$ cat src/rtl/pipe_pkg.sv
// pipe_pkg: shared ID/EX register layout, forwarding selects and ALU bubble opcode.
package pipe_pkg;
   localparam int DW = 32;
   localparam int OW = 4;
   localparam int RW = 5;
   localparam logic [OW-1:0] ALU_OP_AND = 4'b0000;
   typedef enum logic [1:0] {FWD_REG, FWD_MEM, FWD_WB} fwd_sel_e;
   typedef struct packed {
      logic          valid;
      logic          reg_write;
      logic          mem_read;
      logic          mem_write;
      logic          alu_src;
      logic [OW-1:0] alu_op;
      logic [RW-1:0] rs1;
      logic [RW-1:0] rs2;
      logic [RW-1:0] rd;
      logic [DW-1:0] pc;
      logic [DW-1:0] rs1_data;
      logic [DW-1:0] rs2_data;
      logic [DW-1:0] imm;
   } id_ex_t;
endpackage

$ cat src/rtl/forward_unit.sv
// forward_unit: picks the youngest in-flight producer (MEM over WB) for one operand; x0 never forwards.
module forward_unit
   import pipe_pkg::*;
#(
   parameter int REG_ADDR_WIDTH = 5
) (
   input  logic [REG_ADDR_WIDTH-1:0] rs,
   input  logic [REG_ADDR_WIDTH-1:0] mem_rd,
   input  logic                      mem_reg_write,
   input  logic [REG_ADDR_WIDTH-1:0] wb_rd,
   input  logic                      wb_reg_write,
   output fwd_sel_e                  sel
);
   always_comb
      sel = (mem_reg_write && mem_rd != '0 && mem_rd == rs) ? FWD_MEM :
            (wb_reg_write && wb_rd != '0 && wb_rd == rs)    ? FWD_WB  : FWD_REG;
endmodule

$ cat src/rtl/ex_operand_stage.sv
// ex_operand_stage: ID/EX register, ALU operand muxing and hazard stall.
// EX_FORWARDING_EN enables MEM/WB forwarding with load-use-only stalls; otherwise all RAW hazards stall.
module ex_operand_stage
   import pipe_pkg::*;
#(
   parameter int DATA_WIDTH     = 32,
   parameter int OPCODE_LENGTH  = 4,
   parameter int REG_ADDR_WIDTH = 5
) (
   input  logic                      clk,
   input  logic                      reset,
   input  logic                      id_valid,
   input  logic [DATA_WIDTH-1:0]     id_pc,
   input  logic [DATA_WIDTH-1:0]     id_rs1_data,
   input  logic [DATA_WIDTH-1:0]     id_rs2_data,
   input  logic [DATA_WIDTH-1:0]     id_imm,
   input  logic [REG_ADDR_WIDTH-1:0] id_rs1,
   input  logic [REG_ADDR_WIDTH-1:0] id_rs2,
   input  logic [REG_ADDR_WIDTH-1:0] id_rd,
   input  logic [OPCODE_LENGTH-1:0]  id_alu_op,
   input  logic                      id_alu_src,
   input  logic                      id_reg_write,
   input  logic                      id_mem_read,
   input  logic                      id_mem_write,
   input  logic                      flush,
   input  logic [REG_ADDR_WIDTH-1:0] mem_rd,
   input  logic                      mem_reg_write,
   input  logic [DATA_WIDTH-1:0]     mem_result,
   input  logic [REG_ADDR_WIDTH-1:0] wb_rd,
   input  logic                      wb_reg_write,
   input  logic [DATA_WIDTH-1:0]     wb_result,
   output logic [DATA_WIDTH-1:0]     SrcA,
   output logic [DATA_WIDTH-1:0]     SrcB,
   output logic [OPCODE_LENGTH-1:0]  Operation,
   output logic [DATA_WIDTH-1:0]     ex_store_data,
   output logic [DATA_WIDTH-1:0]     ex_pc,
   output logic [REG_ADDR_WIDTH-1:0] ex_rd,
   output logic                      ex_valid,
   output logic                      ex_reg_write,
   output logic                      ex_mem_read,
   output logic                      ex_mem_write,
   output logic                      stall
);
   id_ex_t id_ex_d, id_ex_q;
   logic [DATA_WIDTH-1:0] rs1_fwd, rs2_fwd;
   // Bubbles are all-zero, which also gives Operation = ALU_OP_AND.
   always_comb begin
      id_ex_d = '0;
      id_ex_d.alu_op = ALU_OP_AND;
      if (!flush && !stall)
         id_ex_d = '{valid: id_valid, reg_write: id_reg_write, mem_read: id_mem_read,
                     mem_write: id_mem_write, alu_src: id_alu_src, alu_op: id_alu_op,
                     rs1: id_rs1, rs2: id_rs2, rd: id_rd, pc: id_pc,
                     rs1_data: id_rs1_data, rs2_data: id_rs2_data, imm: id_imm};
   end
   always_ff @(posedge clk or posedge reset)
      if (reset) id_ex_q <= '0;
      else       id_ex_q <= id_ex_d;
`ifdef EX_FORWARDING_EN
   fwd_sel_e sel_a, sel_b;
   forward_unit #(.REG_ADDR_WIDTH(REG_ADDR_WIDTH)) u_fwd_a (
      .rs(id_ex_q.rs1), .mem_rd(mem_rd), .mem_reg_write(mem_reg_write),
      .wb_rd(wb_rd), .wb_reg_write(wb_reg_write), .sel(sel_a));
   forward_unit #(.REG_ADDR_WIDTH(REG_ADDR_WIDTH)) u_fwd_b (
      .rs(id_ex_q.rs2), .mem_rd(mem_rd), .mem_reg_write(mem_reg_write),
      .wb_rd(wb_rd), .wb_reg_write(wb_reg_write), .sel(sel_b));
   assign rs1_fwd = sel_a == FWD_MEM ? mem_result : sel_a == FWD_WB ? wb_result : id_ex_q.rs1_data;
   assign rs2_fwd = sel_b == FWD_MEM ? mem_result : sel_b == FWD_WB ? wb_result : id_ex_q.rs2_data;
   // Only a load in EX is too late to forward; the write-through regfile covers WB.
   assign stall = id_ex_q.valid && id_ex_q.mem_read && id_ex_q.rd != '0 &&
                  (id_ex_q.rd == id_rs1 || id_ex_q.rd == id_rs2);
`else
   logic unused_nofwd;
   assign rs1_fwd = id_ex_q.rs1_data;
   assign rs2_fwd = id_ex_q.rs2_data;
   assign stall = (id_ex_q.valid && id_ex_q.reg_write && id_ex_q.rd != '0 &&
                   (id_ex_q.rd == id_rs1 || id_ex_q.rd == id_rs2)) ||
                  (mem_reg_write && mem_rd != '0 && (mem_rd == id_rs1 || mem_rd == id_rs2));
   assign unused_nofwd = ^{mem_result, wb_result, wb_rd, wb_reg_write, id_ex_q.rs1, id_ex_q.rs2};
`endif
   assign SrcA          = rs1_fwd;
   assign SrcB          = id_ex_q.alu_src ? id_ex_q.imm : rs2_fwd;
   assign ex_store_data = rs2_fwd;
   assign Operation     = id_ex_q.alu_op;
   assign ex_pc         = id_ex_q.pc;
   assign ex_rd         = id_ex_q.rd;
   assign ex_valid      = id_ex_q.valid;
   assign ex_reg_write  = id_ex_q.reg_write;
   assign ex_mem_read   = id_ex_q.mem_read;
   assign ex_mem_write  = id_ex_q.mem_write;
endmodule

$ cat config.mk
export PLATFORM = sky130hd
export DESIGN_NAME = ex_operand_stage
export DESIGN_NICKNAME = d
export VERILOG_FILES = /design/src/rtl/pipe_pkg.sv /design/src/rtl/forward_unit.sv /design/src/rtl/ex_operand_stage.sv
export SDC_FILE = /design/constraint.sdc
export NUM_CORES = 1
export LEC_CHECK = 0
export CAP_MARGIN = 20
export CORE_ASPECT_RATIO = 1.1
export CORE_MARGIN = 3
export CORE_UTILIZATION = 40
export CTS_BUF_LIST = sky130_fd_sc_hd__clkbuf_16
export DETAILED_ROUTE_END_ITERATION = 7
export GPL_TIMING_DRIVEN = 0
export HOLD_SLACK_MARGIN = 0.15
export PLACE_DENSITY = 0.89
export SYNTH_ARGS = -nofsm -noshare
export SYNTH_HDL_FRONTEND = slang
export SYNTH_SLANG_ARGS = --single-unit
$ cat constraint.sdc
create_clock -name clk -period 5.7 [get_ports clk]
set_clock_uncertainty 0.1 [all_clocks]
set_input_delay 0.855 -clock clk [delete_from_list [all_inputs] [get_ports clk]]
set_output_delay 0.855 -clock clk [all_outputs]
set_load 0.005 [all_outputs]
==> Flow_metrics.wiki <==
{| class="wikitable"
! Metric !! Value
|-
| Outcome || finished, final reports clean
|-
| Power density over the cells || 240 nW/um2
|-
| Static Leak || 5.22 nW
|-
| Startpoint of the most critical register-to-register path || ex_rd[4]
|-
| Netlist cell types || 20
|-
| Number of routed nets with antenna violations || 0
|-
| Maximum fanout along the worst path || 10
|-
| Post-layout instance area || around 12000 um2
|-
| Yosys warnings || 0
|-
| Vert. Die Dim || roughly 150 um
|-
| Maximum achievable frequency || 0.216 GHz
|-
| Ratio of routed vias to standard cells || approximately 5
|-
| Proportion of layout cells with a drive suffix above 1 || 26.9%
|-
| Routed length on met1 || about 8900 um
|-
| Commonest cells in the netlist || 142 x dfrtp_1, 142 x nand2b_1, 105 x buf_4
|-
| Number of DRC violations after detailed routing || 0
|-
| First-pass GRT wire length || between 30000 and 40000 um
|-
| Slew headroom || 27.6%
|-
| Total power || 2.86 mW
|-
| Endpoint class of the critical path || output pin
|-
| Register share of total power || 38.1%
|-
| Count of hold buffers inserted by post-cts repair || 0
|-
| Aggregate global routing overflow || 0
|-
| CTS root buf || clkbuf_16
|-
| Fill cell total of the finished layout || 1555
|-
| Via count of the first global-routing pass || between 6000 and 7000
|-
| Average detailed-routed wire length per instance || 18.8 um
|-
| FFs w/ async S/R, synth || 100%
|-
| Number of violations reported at the end of detailed-routing iteration 0 || between 200 and 300
|-
| Number of synthesized flops with an enable pin || 0
|-
| Synthesis-to-finish area growth || 49.9%
|-
| # diodes || 0
|-
| Combinational cell fraction of total power || between 20% and 30%
|-
| Area enclosed by the die boundary || 21600 um2
|-
| Max-cap viol count || 0
|-
| Number of input and output port buffers inserted || 301
|-
| Clock slew seen by the registers of the worst setup and hold paths || 0.07 ns
|-
| Largest net degree at the start of global routing || 75
|-
| Internal power || 2.13 mW
|-
| Standard cell area after detailed placement || 11300 um2
|-
| Reported net switching power || 0.732 mW
|-
| Terminus of the critical flop-to-flop path || SrcA[29]
|-
| H-tree levels || 4
|-
| Final RePlAce weighted congestion || roughly 0.9
|-
| Flip-flop cell with the highest count after synthesis || dfrtp_1
|-
| Final hold violation count || 0
|-
| X dimension of the die || 140 um
|-
| Fraction of the cycle the final worst path needs || between 80 and 90%
|-
| Clock buffers created by TritonCTS || 17
|-
| Post-CTS setup-driven buffer insertion count || 0
|-
| Placement Rows || 53
|-
| Final Routed Wirelength || 23700 um
|-
| Detail Placement HPWL || 17700 um
|-
| Setup slack of the most critical reg-to-reg path || 2.80 ns
|-
| Area contributors post-synth || dfrtp_1 45%, a221oi_2 13%, nand2b_1 11%
|-
| Effective utilization at floorplan || 41.2%
|-
| Fin nets || 1232
|-
| Data arrival time at the worst-slack endpoint || 3.67 ns
|-
| Clock tree from TritonCTS || done
|-
| I/O pins || 373
|-
| Worst slack on hold paths || 0.806 ns
|-
| CP required || 4.74 ns
|-
| Placeable core region || 19300 um2
|-
| GRT Total Usage || 21.7%
|-
| Sort of element at the start of the critical path || primary input
|-
| Syn avg cell area || between 10 and 15 um2
|-
| Net count of the mapped netlist || 911
|-
| Max-slew violation count || 0
|-
| Total via count in the routed design || roughly 6500
|-
| Number of antenna violations at the first check in global routing || 2
|-
| Worst-Margin Slew || around 1.1 ns
|-
| Library cell with the largest summed area after synthesis || dfrtp_1
|-
| Number of gates resized after CTS || 0
|-
| Worst-case clock buffer depth || 2
|-
| Clk network pwr share || 40.3%
|-
| Total of endpoints with negative setup slack in the final report || 0
|-
| Count of state elements after synthesis || 142
|-
| Worst Setup Slack post-DPL || 1.09 ns
|-
| Area of the mapped netlist || roughly 8000 um2
|-
| Top Layer Used || met5
|-
| Final worst-path setup slack || 1.08 ns
|-
| Portion of synthesized cell area occupied by the leading cell type || 44.7%
|-
| Reg2reg path depth || 6
|-
| Clock sink count || 142
|-
| Source-to-sink clock delay at the later pin of the worst-skew pair || about 0.42 ns
|-
| Max rail drop VDD || 0.188 mV
|-
| Hold/Removal Path Class || primary input to async pin
|-
| Post-layout minimum cycle time || 4.62 ns
|-
| Wire length on met3 || 2030 um
|-
| Post-Syn Instances || 680
|-
| Proportion of synthesized chip area in sequential cells || 44.7%
|-
| Metal2 WL || 12100 um
|-
| Iteration count of the initial detailed-routing pass || 4
|-
| Critical path start-end classification || primary input to output pin
|-
| Switch share || 25.6%
|-
| Setup repair after global routing missed its margin || false
|}
routing by layer:
metal | track usage [%] | up-vias
met4 | 7.75 | 4
met3 | 6.97 | 44
met5 | 0 | -
met1 | 24.8 | 3131
li1 | - | 3015
met2 | 38.0 | 293
kinds of logic after synthesis:
logic type / after synthesis / synth area share (%)
flip-flops: 142 / 44.7
AO/OA/AOI/OAI: 147 / 21.6
multiplexers: 32 / 4.53
AND/OR/NAND/NOR: 152 / 11.8
XOR/XNOR: 20 / 2.20
buffers and inverters: 187 / 15.2
metrics by stage:
stage | setup TNS [ns] | util [%] | std cells
finish | 0 | 61.8 | 1261
global route | 0 | 61.8 | 1261
CTS | 0 | 61.8 | 1261
detailed placement | 0 | 58.6 | 1229
global placement | -151.99 | 58.4 | 1228
floorplan | 0 | - | 680
cell usage in the layout (no fill, tap or decap), types with 2 or more instances in the layout:
cell type | netlist | routed
o22ai_1 | 2 | 2
inv_6 | 0 | 4
a221oi_2 | 70 | 70
clkinv_4 | 0 | 3
clkinv_2 | 0 | 2
buf_1 | 3 | 3
a221oi_1 | 72 | 72
clkdlybuf4s50_1 | 0 | 301
clkbuf_1 | 45 | 45
dfrtp_1 | 142 | 142
buf_6 | 11 | 11
bufinv_16 | 0 | 3
nand3_1 | 4 | 4
mux2_2 | 32 | 32
clkbuf_16 | 0 | 17
xnor2_1 | 20 | 20
nand2b_1 | 142 | 142
buf_4 | 105 | 105
nand2_1 | 4 | 4
inv_8 | 0 | 2
buf_2 | 22 | 22
area by class of cell:
type / instances / area [um2] / area share (%)
Buffer: 186 / 1200 / 10.1
Clock buffer: 17 / 425 / 3.57
Clock inverter: 15 / 186 / 1.56
Inverter: 1 / 8.76 / 0.0735
Multi-Input combinational cell: 351 / 3190 / 26.8
Sequential cell: 142 / 3550 / 29.8
Tap cell: 247 / 309 / 2.59
Timing Repair Buffer: 302 / 3040 / 25.5
power by group through the flow:
stage	clock, mW	combinational [mW]	sequential [mW]
2_1_floorplan	0	0.306	1.10
3_3_place_gp	0	0.608	1.11
3_5_place_dp	0	0.619	1.11
4_1_cts	1.18	0.623	1.09
5_1_grt	1.22	0.665	1.10
6_report	1.15	0.618	1.09
sequential cells by signal, indices dropped and copies added, names as in the netlist:
name	flops
id_ex_q	33
SrcA	32
ex_pc	32
ex_store_data	32
ex_rd	5
Operation	4
ex_mem_read	1
ex_mem_write	1
ex_reg_write	1
ex_valid	1
worst max-delay path, stage by stage:
cell and delay (ns):
clkdlybuf4s50_1 0.53, xnor2_1 0.16, nand3_1 0.10, o22ai_1 0.84, clkbuf_1 0.42, a22o_1 0.21, clkdlybuf4s50_1 0.54
worst max path at each step:
| stage | start | to | cells past startpoint |
|---|---|---|---|
| floorplan | reset | Operation[0] | 1 |
| global placement | reset | id_ex_q[25] | 2 |
| detailed placement | mem_rd[0] | stall | 7 |
| CTS | mem_rd[0] | stall | 7 |
| global route | mem_rd[0] | stall | 7 |
| finish | mem_rd[0] | stall | 7 |
No activity file was read; power rests on OpenSTA's default activity.
